<file path="src/rtl/instr_fetch_queue.sv">
// instr_fetch_queue
// Instruction-fetch front end for the MIPS datapath. Owns the fetch PC,
// issues one word read at a time to instruction memory (req/ack), and
// buffers returned words tagged with their PC in a DEPTH-entry FIFO that
// the datapath pops with valid/ready. A redirect flushes the FIFO and
// retargets fetch; a read already in flight is completed and its data dropped.
//
// Ports
//   clock, reset_n             clock (rising edge), async active-low reset
//   imem_req/imem_addr         registered fetch request, word aligned
//   imem_ack/imem_rdata        memory returns data for the pending request
//   redirect/redirect_pc       taken branch/jump, target low bits forced to 0
//   instr_valid/instr/instr_pc FIFO head (registered, holds when empty)
//   instr_ready                head consumed when valid & ready
//   fifo_count                 occupied entries 0..DEPTH
module instr_fetch_queue #(
  parameter int          DEPTH    = 4,
  parameter logic [31:0] RESET_PC = 32'h0000_0000,
  localparam int         CW       = $clog2(DEPTH + 1)
) (
  input  logic          clock,
  input  logic          reset_n,
  output logic          imem_req,
  output logic [31:0]   imem_addr,
  input  logic          imem_ack,
  input  logic [31:0]   imem_rdata,
  input  logic          redirect,
  input  logic [31:0]   redirect_pc,
  output logic          instr_valid,
  output logic [31:0]   instr,
  output logic [31:0]   instr_pc,
  input  logic          instr_ready,
  output logic [CW-1:0] fifo_count
);

  localparam int          AW   = $clog2(DEPTH);
  localparam logic [CW-1:0] FULL = CW'(DEPTH);

  typedef enum logic [1:0] {S_IDLE, S_WAIT, S_DROP} state_t;

  state_t                  r_state, w_state_nxt;
  logic                    r_req;
  logic [31:0]             r_addr;
  logic [31:0]             r_fetch_pc, w_fetch_nxt;
  logic [CW-1:0]           r_count, w_cnt_nxt;
  logic [AW-1:0]           r_rd, r_wr, w_rd_inc;
  logic [DEPTH-1:0][31:0]  r_mem_d, r_mem_pc;
  logic [31:0]             r_head_d, r_head_pc;
  logic [31:0]             w_tgt, w_head_d, w_head_pc;
  logic                    w_push, w_pop, w_issue, w_head_ld;

  assign w_tgt    = redirect_pc & 32'hFFFF_FFFC;
  assign w_rd_inc = r_rd + 1'b1;

  always_comb begin
    // Redirect beats both push and pop: the flush discards everything.
    w_pop       = instr_valid & instr_ready & ~redirect;
    w_push      = (r_state == S_WAIT) & imem_ack & ~redirect;
    w_cnt_nxt   = r_count;
    if (redirect)
      w_cnt_nxt = '0;
    else if (w_push && !w_pop)
      w_cnt_nxt = r_count + 1'b1;
    else if (!w_push && w_pop)
      w_cnt_nxt = r_count - 1'b1;

    w_fetch_nxt = r_fetch_pc;
    if (redirect)
      w_fetch_nxt = w_tgt;
    else if (w_push)
      w_fetch_nxt = r_fetch_pc + 32'd4;

    // Every issue targets w_fetch_nxt: current PC from IDLE/DROP,
    // PC+4 for a back-to-back issue after a push.
    w_issue     = 1'b0;
    w_state_nxt = r_state;
    case (r_state)
      S_IDLE: begin
        if (!redirect && r_count < FULL) begin
          w_issue     = 1'b1;
          w_state_nxt = S_WAIT;
        end
      end
      S_WAIT, S_DROP: begin
        if (imem_ack) begin
          if (!redirect && w_cnt_nxt < FULL) begin
            w_issue     = 1'b1;
            w_state_nxt = S_WAIT;
          end else begin
            w_state_nxt = S_IDLE;
          end
        end else if (redirect) begin
          w_state_nxt = S_DROP;
        end
      end
      default: w_state_nxt = S_IDLE;
    endcase

    // Head registers follow the entry that will sit at the read pointer
    // after this edge; they hold their old value whenever the FIFO is empty.
    w_head_ld = 1'b0;
    w_head_d  = r_head_d;
    w_head_pc = r_head_pc;
    if (!redirect && w_cnt_nxt != '0) begin
      if (r_count == '0 || (r_count == CW'(1) && w_pop)) begin
        w_head_ld = 1'b1;
        w_head_d  = imem_rdata;
        w_head_pc = r_fetch_pc;
      end else if (w_pop) begin
        w_head_ld = 1'b1;
        w_head_d  = r_mem_d[w_rd_inc];
        w_head_pc = r_mem_pc[w_rd_inc];
      end
    end
  end

  always_ff @(posedge clock or negedge reset_n) begin
    if (!reset_n) begin
      r_state    <= S_IDLE;
      r_req      <= 1'b0;
      r_addr     <= RESET_PC;
      r_fetch_pc <= RESET_PC;
      r_count    <= '0;
      r_rd       <= '0;
      r_wr       <= '0;
      r_head_d   <= '0;
      r_head_pc  <= '0;
    end else begin
      r_state    <= w_state_nxt;
      r_req      <= (w_state_nxt != S_IDLE);
      if (w_issue)
        r_addr   <= w_fetch_nxt;
      r_fetch_pc <= w_fetch_nxt;
      r_count    <= w_cnt_nxt;
      if (redirect) begin
        r_rd     <= '0;
        r_wr     <= '0;
      end else begin
        if (w_push) r_wr <= r_wr + 1'b1;
        if (w_pop)  r_rd <= w_rd_inc;
      end
      if (w_head_ld) begin
        r_head_d  <= w_head_d;
        r_head_pc <= w_head_pc;
      end
    end
  end

  // Payload storage needs no reset; only entries below fifo_count are read.
  always_ff @(posedge clock) begin
    if (w_push) begin
      r_mem_d[r_wr]  <= imem_rdata;
      r_mem_pc[r_wr] <= r_fetch_pc;
    end
  end

  assign imem_req    = r_req;
  assign imem_addr   = r_addr;
  assign instr_valid = (r_count != '0);
  assign instr       = r_head_d;
  assign instr_pc    = r_head_pc;
  assign fifo_count  = r_count;

endmodule

</file>
<file path="config.mk">
export PLATFORM = sky130hd
export DESIGN_NAME = instr_fetch_queue
export DESIGN_NICKNAME = d
export VERILOG_FILES = /design/src/rtl/instr_fetch_queue.sv
export SDC_FILE = /design/constraint.sdc
export NUM_CORES = 1
export LEC_CHECK = 0
export ABC_AREA = 1
export CAP_MARGIN = 30
export CORE_ASPECT_RATIO = 1.1
export CORE_MARGIN = 4
export CORE_UTILIZATION = 53
export CTS_BUF_LIST = sky130_fd_sc_hd__clkbuf_8
export DETAILED_ROUTE_END_ITERATION = 10
export GPL_ROUTABILITY_DRIVEN = 0
export GPL_TIMING_DRIVEN = 0
export PLACE_DENSITY = 0.84
export SKIP_CTS_REPAIR_TIMING = 1
export SLEW_MARGIN = 20
export SYNTH_ARGS = -nofsm -noshare
export SYNTH_HDL_FRONTEND = slang
export SYNTH_SLANG_ARGS = --single-unit
</file>
<file path="constraint.sdc">
create_clock -name clock -period 4.2 [get_ports clock]
set_input_delay 0.84 -clock clock [delete_from_list [all_inputs] [get_ports clock]]
set_output_delay 0.84 -clock clock [all_outputs]
set_load 0.02 [all_outputs]
</file>
### After elaboration in Yosys (flattened, before gate mapping)

Index checks and enable logic that the tools add are counted.

* $add $sub $neg: 5
* magnitude comparators: 5
* equality and inequality tests: 3
* mux-type cells: 33
* bitwise operators: 5
* reductions and logical operators: 21

Operators with widths (number)
* 32-bit two-way mux: 9
* 128-bit bitwise mux: 2
* 32-bit binary-select mux with 2-bit select: 2
* 32-bit demux with 2-bit select: 1
* 32-bit by 3-bit adder with 32-bit output (second input constant): 1
* 2-bit two-way mux: 7
* 3-bit two-way mux: 3
* 2-bit nonzero test: 4
* 1-bit logical AND: 7
* 1-bit two-way mux: 7
* 2-bit by 3-bit less-than comparator with 1-bit output (second input constant): 2
* 3-bit less-than comparator (second input constant): 2
* 3-bit nonzero test: 2
* 2-bit by 1-bit adder with 2-bit output (second input constant): 2
* 1-bit AND: 4
* 2-bit one-hot mux with 2 select lines: 1
* 3-bit by 1-bit adder with 3-bit output (second input constant): 1
* 3-bit by 1-bit == test with 1-bit output (second input constant): 1
* 1-bit logical NOT: 3
* 3-bit logical NOT: 1
* 3-bit AND reduction: 1
* 3-bit by 1-bit subtractor with 3-bit output (second input constant): 1
* 2-bit by 1-bit == test with 1-bit output (second input constant): 1
* 2-bit == test (second input constant): 1
* other kinds (6): 6

* flip-flop bits (word level): 394
* output and inout port bits: 101
* logic and storage cells: 89

### Depth between registers and ports, before layout

* word-level depth: 14
* mapped depth: 16
* depth with buffers taken out: 15

### Least setup slack after synthesis

No wires, ideal clock.

* path kind: input -> register
* from: input redirect
* to: register r_mem_d[0] (netlist bit) (enable)
* library setup time: 486 ps
* arrival: 3930 ps
* setup slack: -216 ps
* stages on the path: 4
* path through: buf_4 > nor2_8 > inv_2 > nor2_1

* longest elaborated chain between the ends: 2

RTL lines
* start: declaration: RTL line 27 `input logic redirect,`
* 1-bit inverter: RTL line 58 `w_push = (r_state == S_WAIT) & imem_ack & ~redirect;`
* 1-bit AND: RTL line 58
* end signal: indexed assignment: RTL line 152 `r_mem_d[r_wr] <= imem_rdata;`
* end: declaration: RTL line 47 `logic [DEPTH-1:0][31:0] r_mem_d, r_mem_pc;`

No other way between the ends.
A chain may end at the register's enable or synchronous reset.

### Worst setup path after layout

* from: register r_count[0] (netlist: fifo_count[0])
* to: output instr_valid

* longest elaborated chain between the ends: 1

RTL lines
* start: declaration: RTL line 45 `logic [CW-1:0] r_count, w_cnt_nxt;`
* start signal: assignment: RTL line 134 `r_count <= w_cnt_nxt;`
* 3-bit nonzero test: RTL line 159 `assign instr_valid = (r_count != '0);`
* end: declaration: RTL line 29 `output logic instr_valid,`

No other way between the ends.

==> results.md <==
* Outcome: complete, no violations
* Post-synthesis cell count at 1,633
* Setup Crit Path Kind: reg2out
* HP Class: in2async
* Worst endpoint required time at 3.36 ns
* Die Ht at 195.9 um
* Worst slew pin tran at 0.7962 ns
* Reg-to-reg critical path endpoint: instr[5]$_DFFE_PN0P_
* # DRC at 0
* IO Pins at 170
* Total GRT Usage at 25.75%
* Post-synth ARST share at 35.03%
* Post-synth EDFFs at 256
* Slew headroom at 46.92%
* Worst IR drop on VDD at 0.4437 mV
* Die area at 0.03503 mm^2
* Routed wire length at 45,720 um
* Fmax at 329.5 MHz
* Primary FF master, synth: edfxtp_1
* Placed insts at 2,233
* Clock Sink Count at 394
* Hpwl dp at 31,220 um
* Global-route wire length before repair at 70,440 um
* Die width at 178.8 um
* Deepest clock path buffer count at 3
* CP max-delay cell: clkdlybuf4s50_1
* Port Buf Inserts at 167
* FF-to-FF setup slack at 1.34 ns
* Crit-path cells: inv_1 -> ha_1 -> nand2_1 -> clkdlybuf4s50_1
* Max Cap Violations at 0
* Pre-CTS worst setup slack at 0.6752 ns
* Mapped cell area at 0.01701 mm^2
* Synth Area per Inst at 10.42 um^2
* Synth Register Bits at 394
* Share of layout cells above drive strength 1 at 11.43%
* CTS tree: yes
* Register area share after synthesis at 65.50%
* Crit path arrival time at 2.20 ns
* Initial antenna violation count at 0
* Post-synth top area share at 45.20%
* RSZ-0062 raised after global routing: no
* Bufs and invs on worst path at 2
* Vias/cell at 5.680
* Minimum clock period at 3.035 ns
* Vias post-DR at 13.31k
* Initial Utilization at 53.88%
* Final Setup Violations at 0
* Global route overflow at 0
* NumNets Final at 1,955
* CP top delay family: buffers and inverters
* Yosys top cell by area: edfxtp_1
* Final Non-Filler Cells at 2,344
* Post-route ant nets at 0
* R2R depth at 10
* Final Skew at 0.04107 ns
* Root buf cell: clkbuf_8
* # rows at 68
* Worst reg2reg path startpoint: fifo_count[0]$_DFF_PN0_
* CP max FO at 5
* Synth cell types at 34
* Leak at 8.631 nW
* Worst skew pair latency at 0.62 ns
* Setup ws final at 1.165 ns
* Final hold viol count at 0
* Core ar. at 0.03157 mm^2
* Tcrit/Tclk final at 72.27%
* Clk pin slew, worst setup/hold paths at 0.07 ns
* DR pass1 iterations at 6
* CTS buffer count at 59
* Filler Cell Count at 2,254
* Kind of start point of the critical path: flop
* PD cells at 623.5 mW/mm^2
* Warnings from Yosys at 0
* H-tree depth at 2
* Slew Viols, Final at 0
* Largest net degree at the start of global routing at 85
* Number of global-route vias before repair at 13.38k
* Ranking of synthesized cells by area: edfxtp_1, dfrtp_1, nand2_1
* Ant diodes at 0
* Crit-path max cell delay at 0.64 ns
* CP endpoint kind: output pin
* Initial DRC Count at 1,476
* Layout area overhead at 22.03%
* WL/cell at 19.50 um
* Post-Syn Nets at 1,714
area by class of cell:
cell class,instances,area [um^2],share of cell area (%)
Sequential cell,394,11140,53.67
Multi-Input combinational cell,1088,5220,25.15
Timing Repair Buffer,180,1992,9.597
Clock buffer,70,963.4,4.642
Tap cell,420,525.5,2.532
Buffer,89,445.4,2.146
Clock inverter,41,236.5,1.139
Inverter,62,232.7,1.121
logic make-up (layout without fill, tap and decap cells):
group / after synthesis / count (layout) / synth area share, %
simple gates: 901 / 901 / 23.53
flops: 394 / 394 / 65.50
compound gates: 170 / 170 / 5.841
buf+inv: 151 / 442 / 3.987
fa+ha+maj: 12 / 12 / 0.8827
xor+xnor: 5 / 5 / 0.2575
cells in the mapped netlist, types with 3 or more instances:
| library cell | n |
|---|---|
| buf_2 | 29 |
| buf_8 | 4 |
| or2_2 | 3 |
| edfxtp_1 | 256 |
| nand2_2 | 7 |
| nand4_1 | 8 |
| buf_6 | 3 |
| nor2_1 | 78 |
| o211ai_1 | 4 |
| o21ai_0 | 70 |
| nand3b_1 | 5 |
| buf_1 | 12 |
| nor3_1 | 4 |
| a41oi_1 | 29 |
| dfrtp_1 | 138 |
| clkbuf_1 | 39 |
| ha_1 | 12 |
| nand3_2 | 55 |
| a21oi_1 | 47 |
| nand3_1 | 123 |
| inv_1 | 56 |
| o21ai_1 | 7 |
| nand2_1 | 610 |
| inv_2 | 6 |
| xor2_1 | 5 |
| a31oi_1 | 10 |
how the worst max path moves through the flow:
stage                                  startpoint                       end  slack, ns  depth (start not counted)
final                     fifo_count[0]$_DFF_PN0_               instr_valid       1.16                          4
after global routing                     redirect      instr[5]$_DFFE_PN0P_       1.09                          9
after CTS                 fifo_count[1]$_DFF_PN0_               instr_valid       1.17                          4
after detailed placement                 redirect      instr[5]$_DFFE_PN0P_       0.68                          9
after global placement                    reset_n  r_fetch_pc[27]$_DFF_PN0_      -3.28                          1
after floorplan                          redirect      r_mem_d[0]$_DFFE_PP_      -0.22                          4
stage by stage:
step | TNS [ns] | utilization, % | area [um^2] | hold slack [ns] | power, mW
after floorplan | -55.33 | - | 17010 | 0.4760 | 7.839
after global placement | -1157.71 | 60.85 | 19210 | 0.4524 | 9.666
after detailed placement | 0 | 61.96 | 19560 | 0.4576 | 9.837
after CTS | 0 | 65.76 | 20760 | 0.1463 | 12.95
after global routing | 0 | 65.76 | 20760 | 0.1799 | 13.57
final | 0 | 65.76 | 20760 | 0.1465 | 12.94
routing by layer:
layer	GRT usage, %	share of wire, %
met5	0	0
met4	12.88	4.8
met3	4.047	10
met2	42.46	48
met1	33.18	37
worst reg2reg max path, cell delays in order, from the launching register on:
cell,delay [ns]
dfrtp_1,0.44
inv_1,0.11
ha_1,0.25
inv_1,0.07
nor2_1,0.05
a31oi_1,0.47
buf_2,0.38
clkbuf_1,0.54
a41oi_1,0.30
nand3_2,0.11
nand2_1,0.06
power by group:
group | internal [mW] | switching (mW) | leakage, nW | total (mW)
combinational | 1.69 | 2.96 | 3.90 | 4.66
clock | 1.64 | 1.47 | 0.690 | 3.11
sequential | 4.78 | 0.396 | 4.05 | 5.18
total | 8.12 | 4.83 | 8.63 | 12.9
layout by cell type, fill, tap and decap left out, drive strengths merged, types with 8 or more instances in the layout:
cell           count
nand2            619
edfxtp           256
nand3            178
clkdlybuf4s50    166
dfrtp            138
clkbuf           109
inv               85
nor2              83
o21ai             77
buf               64
a21oi             49
a41oi             29
clkinv            13
ha                12
a31oi             10
nand4              8
registers in the layout (all words and copies together) (netlist names):
name	flops
r_mem_d	128
r_mem_pc	128
imem_addr	32
instr	32
instr_pc	32
r_fetch_pc	32
fifo_count	3
r_rd	2
r_state	2
r_wr	2
imem_req	1
Power figures use the tool's default switching activity.
